`src/rtl/spi_tx_ctrl_if.sv`:
```
// spi_tx_ctrl_if: word handshake into the SPI transaction controller, shifter
// controls and SPI pins out. Optional D/C select (in_dc/lcd_dc) exists only
// when SPI_TX_DC_EN is defined.
interface spi_tx_ctrl_if;
  logic        in_valid;
  logic [15:0] in_data;
  logic        in_ready;
  logic [15:0] sh_data;
  logic        sh_load;
  logic        sh_shift_en;
  logic        sclk;
  logic        cs_n;
  logic        busy;
  logic        done;
`ifdef SPI_TX_DC_EN
  logic        in_dc;
  logic        lcd_dc;

  // Word source side.
  modport master (
    output in_valid, in_data, in_dc,
    input  in_ready, sh_data, sh_load, sh_shift_en, sclk, cs_n, busy, done, lcd_dc
  );

  // Controller side.
  modport slave (
    input  in_valid, in_data, in_dc,
    output in_ready, sh_data, sh_load, sh_shift_en, sclk, cs_n, busy, done, lcd_dc
  );
`else
  // Word source side.
  modport master (
    output in_valid, in_data,
    input  in_ready, sh_data, sh_load, sh_shift_en, sclk, cs_n, busy, done
  );

  // Controller side.
  modport slave (
    input  in_valid, in_data,
    output in_ready, sh_data, sh_load, sh_shift_en, sclk, cs_n, busy, done
  );
`endif
endinterface

```
`src/rtl/spi_tx_ctrl.sv`:
```
// spi_tx_ctrl: sequences one 16-bit word into the SPI shifter (load, 16 shifts)
// and generates mode-0 SCLK and CS_N. Word latency accept->ready is
// 1 + 33*CLK_DIV + CS_GAP clocks; in_ready is low while a word is in flight.
// Optional macro SPI_TX_DC_EN adds in_dc/lcd_dc, latched on accept.
module spi_tx_ctrl #(
  parameter int CLK_DIV = 4,  // clocks per SCLK half-period, 1..255
  parameter int CS_GAP  = 2   // clocks cs_n stays high between words, 1..255
) (
  input logic          clk,
  input logic          rst,
  spi_tx_ctrl_if.slave bus
);

  typedef enum logic [2:0] {
    S_IDLE, S_LOAD, S_SHIFT, S_LOW, S_HIGH, S_TAIL, S_GAP
  } state_t;

  // Terminal counts for the shared phase counter. With CLK_DIV=1 the LOW
  // terminal wraps to 255, which is harmless because LOW is never entered.
  localparam logic [7:0] DIV_LAST = 8'(CLK_DIV - 1);
  localparam logic [7:0] LOW_LAST = 8'(CLK_DIV - 2);
  localparam logic [7:0] GAP_LAST = 8'(CS_GAP - 1);

  state_t      state_q, state_d;
  logic [7:0]  cnt_q, cnt_d;
  logic [4:0]  bitcnt_q, bitcnt_d;
  logic [15:0] sh_data_q, sh_data_d;
  logic        in_ready_q, in_ready_d;
  logic        busy_q, busy_d;
  logic        done_q, done_d;
  logic        sh_load_q, sh_load_d;
  logic        sh_shift_en_q, sh_shift_en_d;
  logic        sclk_q, sclk_d;
  logic        cs_n_q, cs_n_d;
  logic        accept;

  // in_ready_q (not the state) gates acceptance, so nothing is taken in the
  // first cycle after reset release while in_ready is still low.
  assign accept = (state_q == S_IDLE) && bus.in_valid && in_ready_q;

  // Next state, phase counter, bit counter and data capture.
  always_comb begin
    state_d   = state_q;
    cnt_d     = cnt_q;
    bitcnt_d  = bitcnt_q;
    sh_data_d = sh_data_q;
    case (state_q)
      S_IDLE: begin
        if (accept) begin
          sh_data_d = bus.in_data;
          bitcnt_d  = 5'd0;
          state_d   = S_LOAD;
        end
      end
      S_LOAD: state_d = S_SHIFT;
      S_SHIFT: begin
        cnt_d   = 8'd0;
        state_d = (CLK_DIV == 1) ? S_HIGH : S_LOW;
      end
      S_LOW: begin
        if (cnt_q == LOW_LAST) begin
          cnt_d   = 8'd0;
          state_d = S_HIGH;
        end else begin
          cnt_d = cnt_q + 8'd1;
        end
      end
      S_HIGH: begin
        if (cnt_q == DIV_LAST) begin
          cnt_d    = 8'd0;
          bitcnt_d = bitcnt_q + 5'd1;
          state_d  = (bitcnt_d == 5'd16) ? S_TAIL : S_SHIFT;
        end else begin
          cnt_d = cnt_q + 8'd1;
        end
      end
      S_TAIL: begin
        if (cnt_q == DIV_LAST) begin
          cnt_d   = 8'd0;
          state_d = S_GAP;
        end else begin
          cnt_d = cnt_q + 8'd1;
        end
      end
      S_GAP: begin
        if (cnt_q == GAP_LAST) begin
          cnt_d   = 8'd0;
          state_d = S_IDLE;
        end else begin
          cnt_d = cnt_q + 8'd1;
        end
      end
      default: state_d = S_IDLE;
    endcase
  end

  // Outputs are decoded from the next state so every pin is a flop that
  // settles at the rising edge, well ahead of the shifter's falling edge.
  always_comb begin
    in_ready_d    = (state_d == S_IDLE);
    busy_d        = (state_d != S_IDLE);
    done_d        = (state_q == S_GAP) && (state_d == S_IDLE);
    sh_load_d     = (state_d == S_LOAD);
    sh_shift_en_d = (state_d == S_SHIFT);
    sclk_d        = (state_d == S_HIGH);
    cs_n_d        = !(state_d inside {S_LOAD, S_SHIFT, S_LOW, S_HIGH, S_TAIL});
  end

  // State and output registers; reset abandons any word in flight.
  always_ff @(posedge clk or posedge rst) begin
    if (rst) begin
      state_q       <= S_IDLE;
      cnt_q         <= 8'd0;
      bitcnt_q      <= 5'd0;
      sh_data_q     <= 16'd0;
      in_ready_q    <= 1'b0;
      busy_q        <= 1'b0;
      done_q        <= 1'b0;
      sh_load_q     <= 1'b0;
      sh_shift_en_q <= 1'b0;
      sclk_q        <= 1'b0;
      cs_n_q        <= 1'b1;
    end else begin
      state_q       <= state_d;
      cnt_q         <= cnt_d;
      bitcnt_q      <= bitcnt_d;
      sh_data_q     <= sh_data_d;
      in_ready_q    <= in_ready_d;
      busy_q        <= busy_d;
      done_q        <= done_d;
      sh_load_q     <= sh_load_d;
      sh_shift_en_q <= sh_shift_en_d;
      sclk_q        <= sclk_d;
      cs_n_q        <= cs_n_d;
    end
  end

  assign bus.in_ready    = in_ready_q;
  assign bus.sh_data     = sh_data_q;
  assign bus.sh_load     = sh_load_q;
  assign bus.sh_shift_en = sh_shift_en_q;
  assign bus.sclk        = sclk_q;
  assign bus.cs_n        = cs_n_q;
  assign bus.busy        = busy_q;
  assign bus.done        = done_q;

`ifdef SPI_TX_DC_EN
  logic lcd_dc_q, lcd_dc_d;

  // D/C select follows the word it was offered with and holds until the next accept.
  always_comb begin
    lcd_dc_d = lcd_dc_q;
    if (accept) lcd_dc_d = bus.in_dc;
  end

  // D/C register.
  always_ff @(posedge clk or posedge rst) begin
    if (rst) lcd_dc_q <= 1'b0;
    else     lcd_dc_q <= lcd_dc_d;
  end

  assign bus.lcd_dc = lcd_dc_q;
`endif

endmodule

```
`src/flat_wrapper.sv`:
```
// flat-port wrapper written by rule: the top's interface ports become plain ports
module spi_tx_ctrl_flat 
#(
  parameter int CLK_DIV = 4,                                        
  parameter int CS_GAP  = 2                                                  
)
  (clk, rst, bus_in_valid, bus_in_data, bus_in_ready, bus_sh_data, bus_sh_load, bus_sh_shift_en, bus_sclk, bus_cs_n, bus_busy, bus_done);
  spi_tx_ctrl_if bus_i ();
  input logic clk;
  input logic rst;
  input wire logic [$bits(bus_i.in_valid)-1:0] bus_in_valid;
  input wire logic [$bits(bus_i.in_data)-1:0] bus_in_data;
  output wire logic [$bits(bus_i.in_ready)-1:0] bus_in_ready;
  output wire logic [$bits(bus_i.sh_data)-1:0] bus_sh_data;
  output wire logic [$bits(bus_i.sh_load)-1:0] bus_sh_load;
  output wire logic [$bits(bus_i.sh_shift_en)-1:0] bus_sh_shift_en;
  output wire logic [$bits(bus_i.sclk)-1:0] bus_sclk;
  output wire logic [$bits(bus_i.cs_n)-1:0] bus_cs_n;
  output wire logic [$bits(bus_i.busy)-1:0] bus_busy;
  output wire logic [$bits(bus_i.done)-1:0] bus_done;
  assign bus_i.in_valid = bus_in_valid;
  assign bus_i.in_data = bus_in_data;
  assign bus_in_ready = bus_i.in_ready;
  assign bus_sh_data = bus_i.sh_data;
  assign bus_sh_load = bus_i.sh_load;
  assign bus_sh_shift_en = bus_i.sh_shift_en;
  assign bus_sclk = bus_i.sclk;
  assign bus_cs_n = bus_i.cs_n;
  assign bus_busy = bus_i.busy;
  assign bus_done = bus_i.done;
  spi_tx_ctrl #(.CLK_DIV(CLK_DIV), .CS_GAP(CS_GAP)) u_core (.clk(clk), .rst(rst), .bus(bus_i));
endmodule
```
`config.mk`:
```
export PLATFORM = sky130hd
export DESIGN_NAME = spi_tx_ctrl_flat
export DESIGN_NICKNAME = d
export VERILOG_FILES = /design/src/rtl/spi_tx_ctrl_if.sv /design/src/rtl/spi_tx_ctrl.sv /design/src/flat_wrapper.sv
export SDC_FILE = /design/constraint.sdc
export NUM_CORES = 1
export LEC_CHECK = 0
export BUFFER_PORTS_ARGS = -buffer_cell sky130_fd_sc_hd__buf_2
export CORE_UTILIZATION = 35
export DETAILED_ROUTE_END_ITERATION = 8
export SKIP_LAST_GASP = 1
export SLEW_MARGIN = 15
export SYNTH_ARGS = -nofsm -noshare
export SYNTH_HDL_FRONTEND = slang
export SYNTH_SLANG_ARGS = --single-unit
```
`constraint.sdc`:
```
create_clock -name clk -period 2.6 [get_ports clk]
set_input_delay 0.26 -clock clk [delete_from_list [all_inputs] [get_ports clk]]
set_output_delay 0.26 -clock clk [all_outputs]
set_load 0.02 [all_outputs]
```
# ---- After elaboration in Yosys (flattened, before gate mapping)
# Cells that the tools add are included.
dict set report word_totals {
  ff_bits 39
  input_bits 19
  elab_cells 57
}
dict set report classes {
  n_addsub 2
  n_mux 14
  reduce_logical 13
  n_eq_ne 17
}
# op count
set op_table {}
lappend op_table {{8-bit case mux with 4 select lines} 1}
lappend op_table {{8-bit two-way mux} 3}
lappend op_table {{3-bit case mux with 7 select lines} 1}
lappend op_table {{3-bit two-way mux} 6}
lappend op_table {{8-bit by 2-bit equality test with 1-bit output (second input constant)} 2}
lappend op_table {{3-bit equality test (second input constant)} 5}
lappend op_table {{3-bit by 2-bit equality test with 1-bit output (second input constant)} 4}
lappend op_table {{5-bit two-way mux} 2}
lappend op_table {{5-bit case mux with 2 select lines} 1}
lappend op_table {{8-bit by 1-bit adder with 8-bit output (second input constant)} 1}
lappend op_table {{8-bit by 1-bit equality test with 1-bit output (second input constant)} 1}
lappend op_table {{3-bit by 1-bit equality test with 1-bit output (second input constant)} 2}
lappend op_table {{3-bit logical NOT} 2}
lappend op_table {{5-bit by 1-bit adder with 5-bit output (second input constant)} 1}
lappend op_table {{5-bit equality test (second input constant)} 1}
lappend op_table {{5-bit nonzero test} 1}
lappend op_table {{2-bit by 1-bit inequality test with 1-bit output (second input constant)} 2}
lappend op_table {{4-bit nonzero test} 1}
lappend op_table {{1-bit logical AND} 3}
lappend op_table {{3-bit AND reduction} 1}
lappend op_table {{3-bit nonzero test} 1}
lappend op_table {{2-bit AND reduction} 1}
lappend op_table {{2-bit nonzero test} 1}
lappend op_table {{2-bit OR reduction} 1}
lappend op_table {{1-bit logical NOT} 1}

# ---- Longest topological paths before layout
# Gate-level depths: netlist of run 1.
dict set report logic_depth {
  depth_word 8
  ltp_mapped 7
  ltp_nobuf 6
}

# ---- Worst setup path after synthesis of run 1
# Ideal clock, no wire load.
dict set report synth_path {
  path_type {flip-flop to flip-flop}
  startpoint {register u_core.cnt_q[2]}
  endpoint {register u_core.busy_q (netlist: u_core.bus.busy)}
  slack_ns 0.432
  path_stages_with_launch 7
  path_buffers 1
  arrival_ns 2.037
  synth_period_minus_slack_ns 2.168
  path_cell_list {dfrtp_1 > nor4_4 > nand3_1 > o21ai_1 > or4b_1 > buf_2 > or3_1}
}
dict set report synth_between {
  elab_chain_len 4
  elab_cells_between_ends 9
  classes_between {3 x eq/ne; 5 x mux; 1 x reduce/logical}
}
# item line_no
set synth_rtl {}
lappend synth_rtl {{start: declaration} spi_tx_ctrl.sv:25} ;# logic [7:0] cnt_q, cnt_d;
lappend synth_rtl {{start signal: assignment} spi_tx_ctrl.sv:125} ;# cnt_q <= cnt_d;
lappend synth_rtl {{8-bit by 1-bit equality test with 1-bit output, or another cell as far along} spi_tx_ctrl.sv:86} ;# if (cnt_q == GAP_LAST) begin
lappend synth_rtl {{3-bit two-way mux, on equally long branches} -}
lappend synth_rtl {{3-bit case mux with 7 select lines *} spi_tx_ctrl.sv:47} ;# case (state_q)
lappend synth_rtl {{named net u_core.state_d[1]} spi_tx_ctrl.sv:24} ;# state_t state_q, state_d;
lappend synth_rtl {{3-bit nonzero test *} spi_tx_ctrl.sv:101} ;# busy_d = (state_d != S_IDLE);
lappend synth_rtl {{named net u_core.busy_d} spi_tx_ctrl.sv:29} ;# logic busy_q, busy_d;
lappend synth_rtl {{end signal: assignment} spi_tx_ctrl.sv:129} ;# busy_q <= busy_d;
lappend synth_rtl {{end: declaration} spi_tx_ctrl.sv:29}
# Mark *: on every way through the listed nets, which the timed path passes. The rest lies on a longest branch.
# A chain may end at the register's enable or synchronous reset.

# ---- Worst setup path in the final report of run 1
dict set report layout_path {
  startpoint {register u_core.cnt_q[2]}
  endpoint {register u_core.busy_q (netlist: u_core.bus.busy)}
}
dict set report layout_between {
  elab_chain_len 4
  elab_cells_between_ends 9
  classes_between {3 x eq/ne; 5 x mux; 1 x reduce/logical}
}
# item line_no
set layout_rtl {}
lappend layout_rtl {{8-bit by 1-bit equality test with 1-bit output, or another cell as far along} spi_tx_ctrl.sv:86}
lappend layout_rtl {{3-bit two-way mux, on equally long branches} -}
lappend layout_rtl {{3-bit case mux with 7 select lines *} spi_tx_ctrl.sv:47}
lappend layout_rtl {{3-bit nonzero test *} spi_tx_ctrl.sv:101}
lappend layout_rtl {{named net u_core.busy_d} spi_tx_ctrl.sv:29}
# Marks and branches as above.

==> results of run 1 <==
-- routing by layer --
metal  part of all wire, %  vias up  routed length (um)
li1                      -      679                   -
met1                    49      663                1760
met2                    47       21                1670
met3                   2.7        4                  97
met4                   1.0        0                  36
met5                     0        -                   0
-- how the worst max path moves through the flow --
stage	from	endpoint	slack (ns)	depth (start not counted)
6_report	u_core.cnt_q[2]	u_core.bus.busy	0.24	5
2_1_floorplan	u_core.cnt_q[2]	u_core.bus.busy	0.43	6
5_1_grt	u_core.cnt_q[2]	u_core.bus.busy	0.06	5
3_3_place_gp	u_core.cnt_q[2]	u_core.bus.busy	0.34	5
4_1_cts	u_core.cnt_q[2]	u_core.bus.busy	0.25	5
3_5_place_dp	u_core.cnt_q[2]	u_core.bus.busy	0.27	5
-- power groups by stage --
stage	Combinational, mW	Clock [mW]	Sequential, mW
after global placement	1.01	0	1.00
after global routing	1.11	0.562	1.03
after CTS	1.02	0.536	0.995
after detailed placement	1.01	0	1.01
after floorplan	0.564	0	1.15
final	1.01	0.518	0.996
-- kinds of logic (layout without fill, tap and decap cells) --
family,Yosys count,after routing
xor+xnor,3,3
buf+inv,11,57
simple gates,54,54
mux,17,17
compound gates,34,34
fa+ha+maj,4,4
flops,39,39
-- area by class of cell --
class	count	area [um2]
fill	472	2650
sequential	39	977
multi-input combinational	112	802
timing repair buffer	45	235
tap	67	83.8
clock buffer	6	82.6
clock inverter	2	35.0
inverter	4	15.0
-- per-stage QoR --
step                worst slack (ns)  hold WS (ns)  instances
global placement               0.338         0.406        267
global route                  0.0565         0.128        275
finish                         0.241        0.0773        275
CTS                            0.250        0.0931        275
detailed placement             0.270         0.409        267
floorplan                      0.432         0.412        162
-- tightest hold or removal path, stage by stage --
cell and delay, ns:
buf_2 0.10, inv_1 0.04, buf_4 0.41
-- cell usage after synthesis, types with 2 or more instances --
library cell,instances
nand3_1,7
o21ai_1,2
o21ai_0,12
nand3b_1,2
nor2_1,8
mux2_2,16
a21oi_1,2
and3_1,3
buf_2,2
clkbuf_1,4
a31oi_1,2
dfrtp_1,38
xor2_1,3
inv_1,4
nand2_1,14
a21o_1,5
nor3_1,3
a311oi_1,3
ha_1,4
nor3b_1,6
and4_1,2
-- flip-flops by register name, summed over array words and instances (netlist names) --
signal	cells
u_core.cnt_q	8
u_core.bus.sh_shift_en	1
u_core.bus.busy	1
u_core.bus.sclk	1
u_core.bus.sh_data	16
u_core.state_q	3
u_core.bus.sh_load	1
u_core.bitcnt_q	5
u_core.bus.in_ready	1
u_core.bus.cs_n	1
u_core.bus.done	1
==> impl_metrics.csv, run 1 <==
group,metric,value,unit
synth,synthCells,162,
synth,synth-edff-count,0,
synth,synth_nets,185,
cells_and_area,antenna_cells,0,
worst_setup_path,worstReg2RegStart,"u_core.cnt_q[2]",
floorplanning,dieHeight,74.2,um
worst_setup_path,reg2regPathDepth,5,
synth,syn_area,0.00182,mm2
worst_setup_path,cp.arrival,2.52,ns
synth,synthSimpleGateAreaFrac,17.0,%
global_routing,gr-total-overflow,0,
route,firstDrtPassIters,4,
clocking,cts_resized,0,
global_routing,grt_max_degree,40,
global_routing,grtUsageMet2,22.2,%
global_routing,antenna_found_initial,0,
synth,synth.area.top_cells,"dfrtp_1 (52%), mux2_2 (9.9%), o21ai_0 (3.3%)",
route,drtIter0Drc,59,
synth,synth-compound-area-share,12.4,%
sta,setup_viol,0,
clocking,clk_pin_slew_worst_paths,0.08,ns
synth,synthFlopType,"dfrtp_1",
cells_and_area,final_core_util,45.7,%
route,vias,1367,
route,wirelength,3570,um
sta,min_period_over_period,90.7,%
clocking,numClockSinks,39,
sta,final_max_slew_viol_count,0,
min_path,hold_class,"input pin to async pin",
global_routing,grt_usage,13.8,%
clocking,cts_hold_buffers,0,
job,maxCapViolCount,0,
route,drc_errors,0,
worst_setup_path,rrSetupSlack,0.24,ns
sta,fin_setup_tns,0,ns
clocking,cts_buffer_depth,2,
sta,finClkSkew,0.00812,ns
clocking,post-cts-setup-buffer-count,0,
global_routing,grt_pass1_vias,1205,
worst_setup_path,r2r_end,"u_core.bus.busy",
route,viasPerCell,4.97,
pwr,internal-power,1.56,mW
placement,placed_cell_area,0.00211,mm2
sta,fin_crit,2.36,ns
sta,hold_violations,0,
route,wire_per_inst,13.0,um
pwr,p_comb_share,40.0,%
pwr,swShare,38.1,%
sta,tightestPinTransition,0.474,ns
synth,ys_seq_area_share,53.6,%
worst_setup_path,critical_path.top_delay_family,"simple AND/OR/NAND/NOR gates",
worst_setup_path,path_cells,"nor4_4, nand3_1, o21ai_1, or4b_1, or3_1",
pwr,power,2.52,mW
worst_setup_path,end_kind,"flip-flop",
synth,synth_warnings,0,
clocking,root_buffer,"clkbuf_8",
clocking,insertion_delay,0.29,ns
synth,synth_mux_area_share,10.4,%
worst_setup_path,critPathLaunchType,"flip-flop",
synth,avgSynthCellArea,11.3,um2
sta,rsz0062_at_grt,"no",
placement,dp_hpwl,2590,um
placement,gp_congestion,0.796,
worst_setup_path,crit_type,"flip-flop to flip-flop",
global_routing,top_usage_layer,"met2",
floorplanning,io-pin-count,42,
pwr,power.switching,0.961,mW
cells_and_area,layout_commonest_cell,"buf_2",
sta,clock.fmax,424,MHz
clocking,cts_inserted_buffers,5,
synth,ys_seq_elements,39,
cells_and_area,fin_area,0.00223,mm2
pwr,p_leak,1.10,nW
global_routing,met1_usage,17.5,%
synth,yosys.cell_types.count,41,
global_routing,grt_pass1_wl,5690,um
placement,io_buffer_count,41,
worst_setup_path,crit_required,2.76,ns
sta,max_slew_margin,68.4,%
pwr,power.density,1130,mW/mm2
clocking,cts_tree,"done",
synth,async_flop_share,100,%
floorplanning,row_count,25,
worst_setup_path,crit_path_top_delay_cell,"or4b_1",
worst_setup_path,cp.buffers_inverters,0,
cells_and_area,areaGrowthSynthToFinish,22.4,%
floorplanning,die_area,0.00550,mm2
synth,synth_xor_area_share,1.44,%
synth,synth_top_family_by_area,"simple AND/OR/NAND/NOR gates",
run_status,outcome,"completed",
cells_and_area,num-nets-final,230,
global_routing,use_met3,3.79,%
worst_setup_path,critPathMaxFanout,8,
floorplanning,die_w,74.2,um
cells_and_area,layout-drive-gt1-share,34.6,%
pwr,clkPwrFrac,20.5,%
floorplanning,initial_core_util,37.4,%
route,drtAntennaViolNets,0,
pwr,sequentialPowerShare,39.5,%
synth,yosysTopAreaCellShare,52.2,%
floorplanning,fp.coreArea,0.00488,mm2
clocking,cts_max_level,2,
pwr,peakVddDrop,406,uV
cells_and_area,final_cell_mix,"buf_2 (41), dfrtp_1 (38), mux2_2 (16)",
synth,synth_top_area_cell,"dfrtp_1",
synth,synthAdderAreaFrac,2.75,%
worst_setup_path,max_stage_delay,0.56,ns
Note: power is estimated with default switching activity, not from simulation.
==> run 2, diff against run 1 <==
CORE_MARGIN = 8   (was not set)
==> impl_metrics.csv, run 2 (same netlist as run 1, synthesis figures left out) <==
group,metric,value,unit
route,firstDrtPassIters,4,
worst_setup_path,cp.arrival,2.42,ns
worst_setup_path,path_cells,"nor2_1, nand3_1, o21ai_1, or4b_1, or3_1",
route,drtIter0Drc,62,
clocking,cts_resized,0,
cells_and_area,seq_area,977,um2
placement,pre_cts_ws,0.407,ns
placement,placed_cell_area,0.00212,mm2
route,drc_errors,0,
worst_setup_path,crit_type,"flip-flop to flip-flop",
floorplanning,dieHeight,88.2,um
sta,rsz0062_at_grt,"no",
placement,dp_hpwl,2780,um
cells_and_area,largest_reg_flops,16,
worst_setup_path,critPathLaunchType,"flip-flop",
floorplanning,fp.coreArea,0.00507,mm2
clocking,cts_buffer_depth,2,
clocking,cts_inserted_buffers,5,
clocking,post-cts-setup-buffer-count,0,
sta,setup_viol,0,
floorplanning,die_w,88.2,um
cells_and_area,stdcell_count,278,
clocking,root_buffer,"clkbuf_8",
pwr,power.density,1130,mW/mm2
pwr,peakVddDrop,285,uV
floorplanning,initial_core_util,35.9,%
run_status,outcome,"completed",
global_routing,grt_pass1_vias,1309,
global_routing,grt_pass1_wl,6300,um
placement,io_buffer_count,41,
sta,final_max_slew_viol_count,0,
cells_and_area,areaGrowthSynthToFinish,22.3,%
clocking,cts_max_level,2,
cells_and_area,antenna_cells,0,
route,wirelength,3810,um
global_routing,gr-total-overflow,0,
worst_setup_path,critical_path.top_delay_family,"simple AND/OR/NAND/NOR gates",
floorplanning,io-pin-count,42,
sta,fin_setup_tns,0,ns
sta,finClkSkew,0.00455,ns
cells_and_area,fill_cells,519,
route,viasPerCell,4.87,
sta,clock.fmax,446,MHz
worst_setup_path,cp.buffers_inverters,0,
clocking,clk_pin_slew_worst_paths,0.08,ns
job,maxCapViolCount,0,
floorplanning,die_area,0.00777,mm2
floorplanning,row_count,26,
global_routing,grt_usage,10.6,%
route,drtAntennaViolNets,0,
cells_and_area,layout_commonest_cell,"buf_2",
clocking,numClockSinks,39,
cells_and_area,num-nets-final,230,
worst_setup_path,critPathMaxFanout,8,
clocking,cts_tree,"done",
min_path,hold_class,"input pin to async pin",
cells_and_area,fin_area,0.00223,mm2
global_routing,antenna_found_initial,0,
sta,worst_slack,0.360,ns
worst_setup_path,crit_path_top_delay_cell,"or4b_1",
route,wire_per_inst,13.7,um
placement,gp_congestion,0.747,
global_routing,grt_max_degree,40,
pwr,power,2.51,mW
worst_setup_path,max_stage_delay,0.56,ns
sta,max_slew_margin,67.6,%
worst_setup_path,end_kind,"flip-flop",
route,vias,1355,
cells_and_area,final_cell_mix,"buf_2 (41), dfrtp_1 (38), mux2_2 (16)",
sta,fin_crit,2.24,ns
cells_and_area,multi_input_area,802,um2
pwr,p_leak,1.10,nW
cells_and_area,layout-drive-gt1-share,34.6,%
sta,tightestPinTransition,0.487,ns
sta,min_period_over_period,86.2,%
sta,hold_violations,0,
worst_setup_path,crit_required,2.78,ns
clocking,cts_hold_buffers,0,
placement,dp_cells,270,
clocking,insertion_delay,0.29,ns
-- run 2: cell types whose count changed in the layout (fill, tap and decap cells not counted) --
cell / before / now
clkinv_4: 0 / 1
clkbuf_8: 6 / 5
-- run 2: area by class of cell --
type	count	share of cell area (%)
sequential	39	43.8
multi-input combinational	112	36.0
timing repair buffer	45	10.5
tap	70	3.93
clock buffer	5	3.09
clock inverter	3	1.96
inverter	4	0.673
-- run 2: per-stage QoR --
stage,hold slack [ns],util [%]
2_1_floorplan,0.412,-
3_3_place_gp,0.404,41.7
3_5_place_dp,0.412,41.7
4_1_cts,0.0875,43.9
5_1_grt,0.120,43.9
6_report,0.0741,43.9
-- run 2: path summary, 6_finish.rpt --
| path | start | end | slack [ns] | cells after the start |
|---|---|---|---|---|
| setup / recovery | u_core.cnt_q[7] | u_core.bus.busy | 0.36 | 5 |
| hold / removal | rst | u_core.bus.sh_data[7] | 0.07 | 3 |
| setup reg to reg | u_core.cnt_q[7] | u_core.bus.busy | 0.36 | 5 |
| hold reg to reg | u_core.bus.sh_data[9] | u_core.bus.sh_data[9] | 0.50 | 1 |
| max in group asynchronous | rst | u_core.bus.cs_n | 2.17 | 3 |
| min in group clk | bus_in_data[11] | u_core.bus.sh_data[11] | 0.19 | 2 |
-- run 2: power by group --
part	switching (mW)	leakage, nW	internal, mW	total (mW)
clock	0.219	0.0581	0.286	0.505
combinational	0.578	0.546	0.422	1.00
sequential	0.179	0.496	0.827	1.01
total	0.977	1.10	1.53	2.51
-- run 2: worst reg2reg max path, cell delays in order (launching register included) --
cell and delay, ns:
dfrtp_1 0.40, nor2_1 0.40, nand3_1 0.20, o21ai_1 0.15, or4b_1 0.56, or3_1 0.41
-- run 2: metal layers --
layer | track usage (%) | wire (um) | vias up
li1 | - | - | 682
met1 | 12.4 | 1630 | 649
met2 | 17.0 | 1940 | 18
met3 | 3.19 | 163 | 6
met4 | 5.53 | 78 | 0
met5 | 0 | 0 | -
==> run 3, diff against run 2 <==
CORE_UTILIZATION = 53   (was 35)
PLACE_DENSITY = 0.79   (was not set)
==> impl_metrics.csv, run 3 (same netlist as run 1, synthesis figures left out) <==
group,metric,value,unit
worst_setup_path,cp-endpoint,"u_core.bus.busy",
sta,finClkSkew,0.0174,ns
placement,dp_hpwl,2950,um
worst_setup_path,r2r_end,"u_core.bus.busy",
placement,placed_cell_area,0.00208,mm2
floorplanning,dieHeight,74.7,um
worst_setup_path,reg2regPathDepth,5,
clocking,cts_inserted_buffers,5,
global_routing,gr-total-overflow,0,
cells_and_area,final_cell_mix,"buf_2 (41), dfrtp_1 (38), mux2_2 (16)",
route,vias,1455,
worst_setup_path,cp.arrival,2.63,ns
worst_setup_path,critical_path.top_delay_family,"simple AND/OR/NAND/NOR gates",
route,drtAntennaViolNets,0,
clocking,cts_max_level,2,
clocking,cts_resized,0,
pwr,power.switching,0.986,mW
clocking,cts_tree,"done",
pwr,p_leak,1.09,nW
sta,hold_ws,0.118,ns
placement,io_buffer_count,41,
global_routing,antenna_found_initial,0,
sta,setup_viol,0,
cells_and_area,largest_reg_flops,16,
worst_setup_path,crit_path_top_delay_cell,"or4b_1",
pwr,internal-power,1.44,mW
worst_setup_path,cp-startpoint,"u_core.cnt_q[2]",
worst_setup_path,crit_type,"flip-flop to flip-flop",
worst_setup_path,rrSetupSlack,0.22,ns
floorplanning,die_area,0.00557,mm2
cells_and_area,layout-drive-gt1-share,34.1,%
cells_and_area,antenna_cells,0,
cells_and_area,stdcell_count,254,
sta,clock.fmax,420,MHz
sta,final_max_slew_viol_count,0,
worst_setup_path,crit_required,2.85,ns
worst_setup_path,worstReg2RegStart,"u_core.cnt_q[2]",
global_routing,grt_pass1_wl,6400,um
sta,rsz0062_at_grt,"no",
route,wire_per_inst,15.7,um
global_routing,grt_max_degree,40,
sta,min_period_over_period,91.6,%
route,wirelength,3980,um
pwr,power,2.43,mW
cells_and_area,fill_cells,281,
clocking,cts_buffer_depth,2,
clocking,numClockSinks,39,
route,drc_errors,0,
clocking,root_buffer,"clkbuf_4",
placement,gp_congestion,0.870,
pwr,sequentialPowerShare,42.0,%
route,firstDrtPassIters,4,
floorplanning,initial_core_util,55.1,%
placement,dp_cells,245,
clocking,clk_pin_slew_worst_paths,0.13,ns
job,maxCapViolCount,0,
floorplanning,row_count,21,
run_status,outcome,"completed",
pwr,swShare,40.6,%
clocking,insertion_delay,0.36,ns
sta,max_slew_margin,67.9,%
worst_setup_path,cp.buffers_inverters,0,
pwr,peakVddDrop,546,uV
route,drtIter0Drc,38,
worst_setup_path,max_stage_delay,0.57,ns
min_path,hold_class,"input pin to flip-flop",
floorplanning,die_w,74.7,um
worst_setup_path,critPathLaunchType,"flip-flop",
sta,fin_crit,2.38,ns
sta,hold_violations,0,
sta,tightestPinTransition,0.480,ns
worst_setup_path,end_kind,"flip-flop",
pwr,power.density,1120,mW/mm2
cells_and_area,areaGrowthSynthToFinish,19.1,%
worst_setup_path,critPathMaxFanout,8,
floorplanning,fp.coreArea,0.00331,mm2
pwr,clkPwrFrac,16.7,%
floorplanning,io-pin-count,42,
cells_and_area,layout_commonest_cell,"buf_2",
worst_setup_path,path_depth,5,
route,viasPerCell,5.73,
worst_setup_path,path_cells,"nor4_4, nand3_1, o21ai_1, or4b_1, or3_1",
pwr,p_comb_share,41.3,%
global_routing,grt_pass1_vias,1422,
sta,fin_setup_tns,0,ns
cells_and_area,fin_area,0.00217,mm2
global_routing,grt_usage,15.1,%
min_path,whs_path_depth,2,
cells_and_area,num-nets-final,230,
## run 3: through the flow
stage	setup slack [ns]	util [%]
global route	0.101	65.6
global placement	0.365	62.8
CTS	0.235	65.6
floorplan	0.432	-
detailed placement	0.246	62.8
finish	0.219	65.6
## run 3: per-layer routing
layer,global-route usage [%],part of all wire [%]
met1,17.7,40
met4,5.65,1.7
met2,25.1,51
met3,5.06,6.6
met5,0,0
## run 3: worst min path at each step
stage	from	end	slack, ns
finish	bus_in_data[9]	u_core.bus.sh_data[9]	0.12
global route	bus_in_data[7]	u_core.bus.sh_data[7]	0.10
CTS	bus_in_data[9]	u_core.bus.sh_data[9]	0.11
detailed placement	rst	u_core.bus.sh_data[14]	0.39
global placement	rst	u_core.bus.sh_data[2]	0.38
floorplan	bus_in_data[15]	u_core.bus.sh_data[15]	0.41
## run 3: what timing repair did
item	in CTS	in global routing
endpoints found under the hold margin	13	0
buffers inserted	0	0
hold buffers	1	0
## run 3: layout make-up
cell class              count  area (um2)  area share, %
clock inverters             3        43.8           2.02
well taps                  46        57.6           2.65
inverters                   4        15.0          0.692
flip-flops and latches     39         977           45.0
repair buffers             45         238           11.0
multi-input cells         112         802           36.9
clock buffers               5        37.5           1.73
## run 3: power groups by stage
stage	sequential [mW]	combinational, mW	clock [mW]
floorplan	1.15	0.564	0
global placement	1.01	0.972	0
detailed placement	1.03	1.01	0
CTS	1.02	1.01	0.416
global route	1.06	1.09	0.449
finish	1.02	1.00	0.406
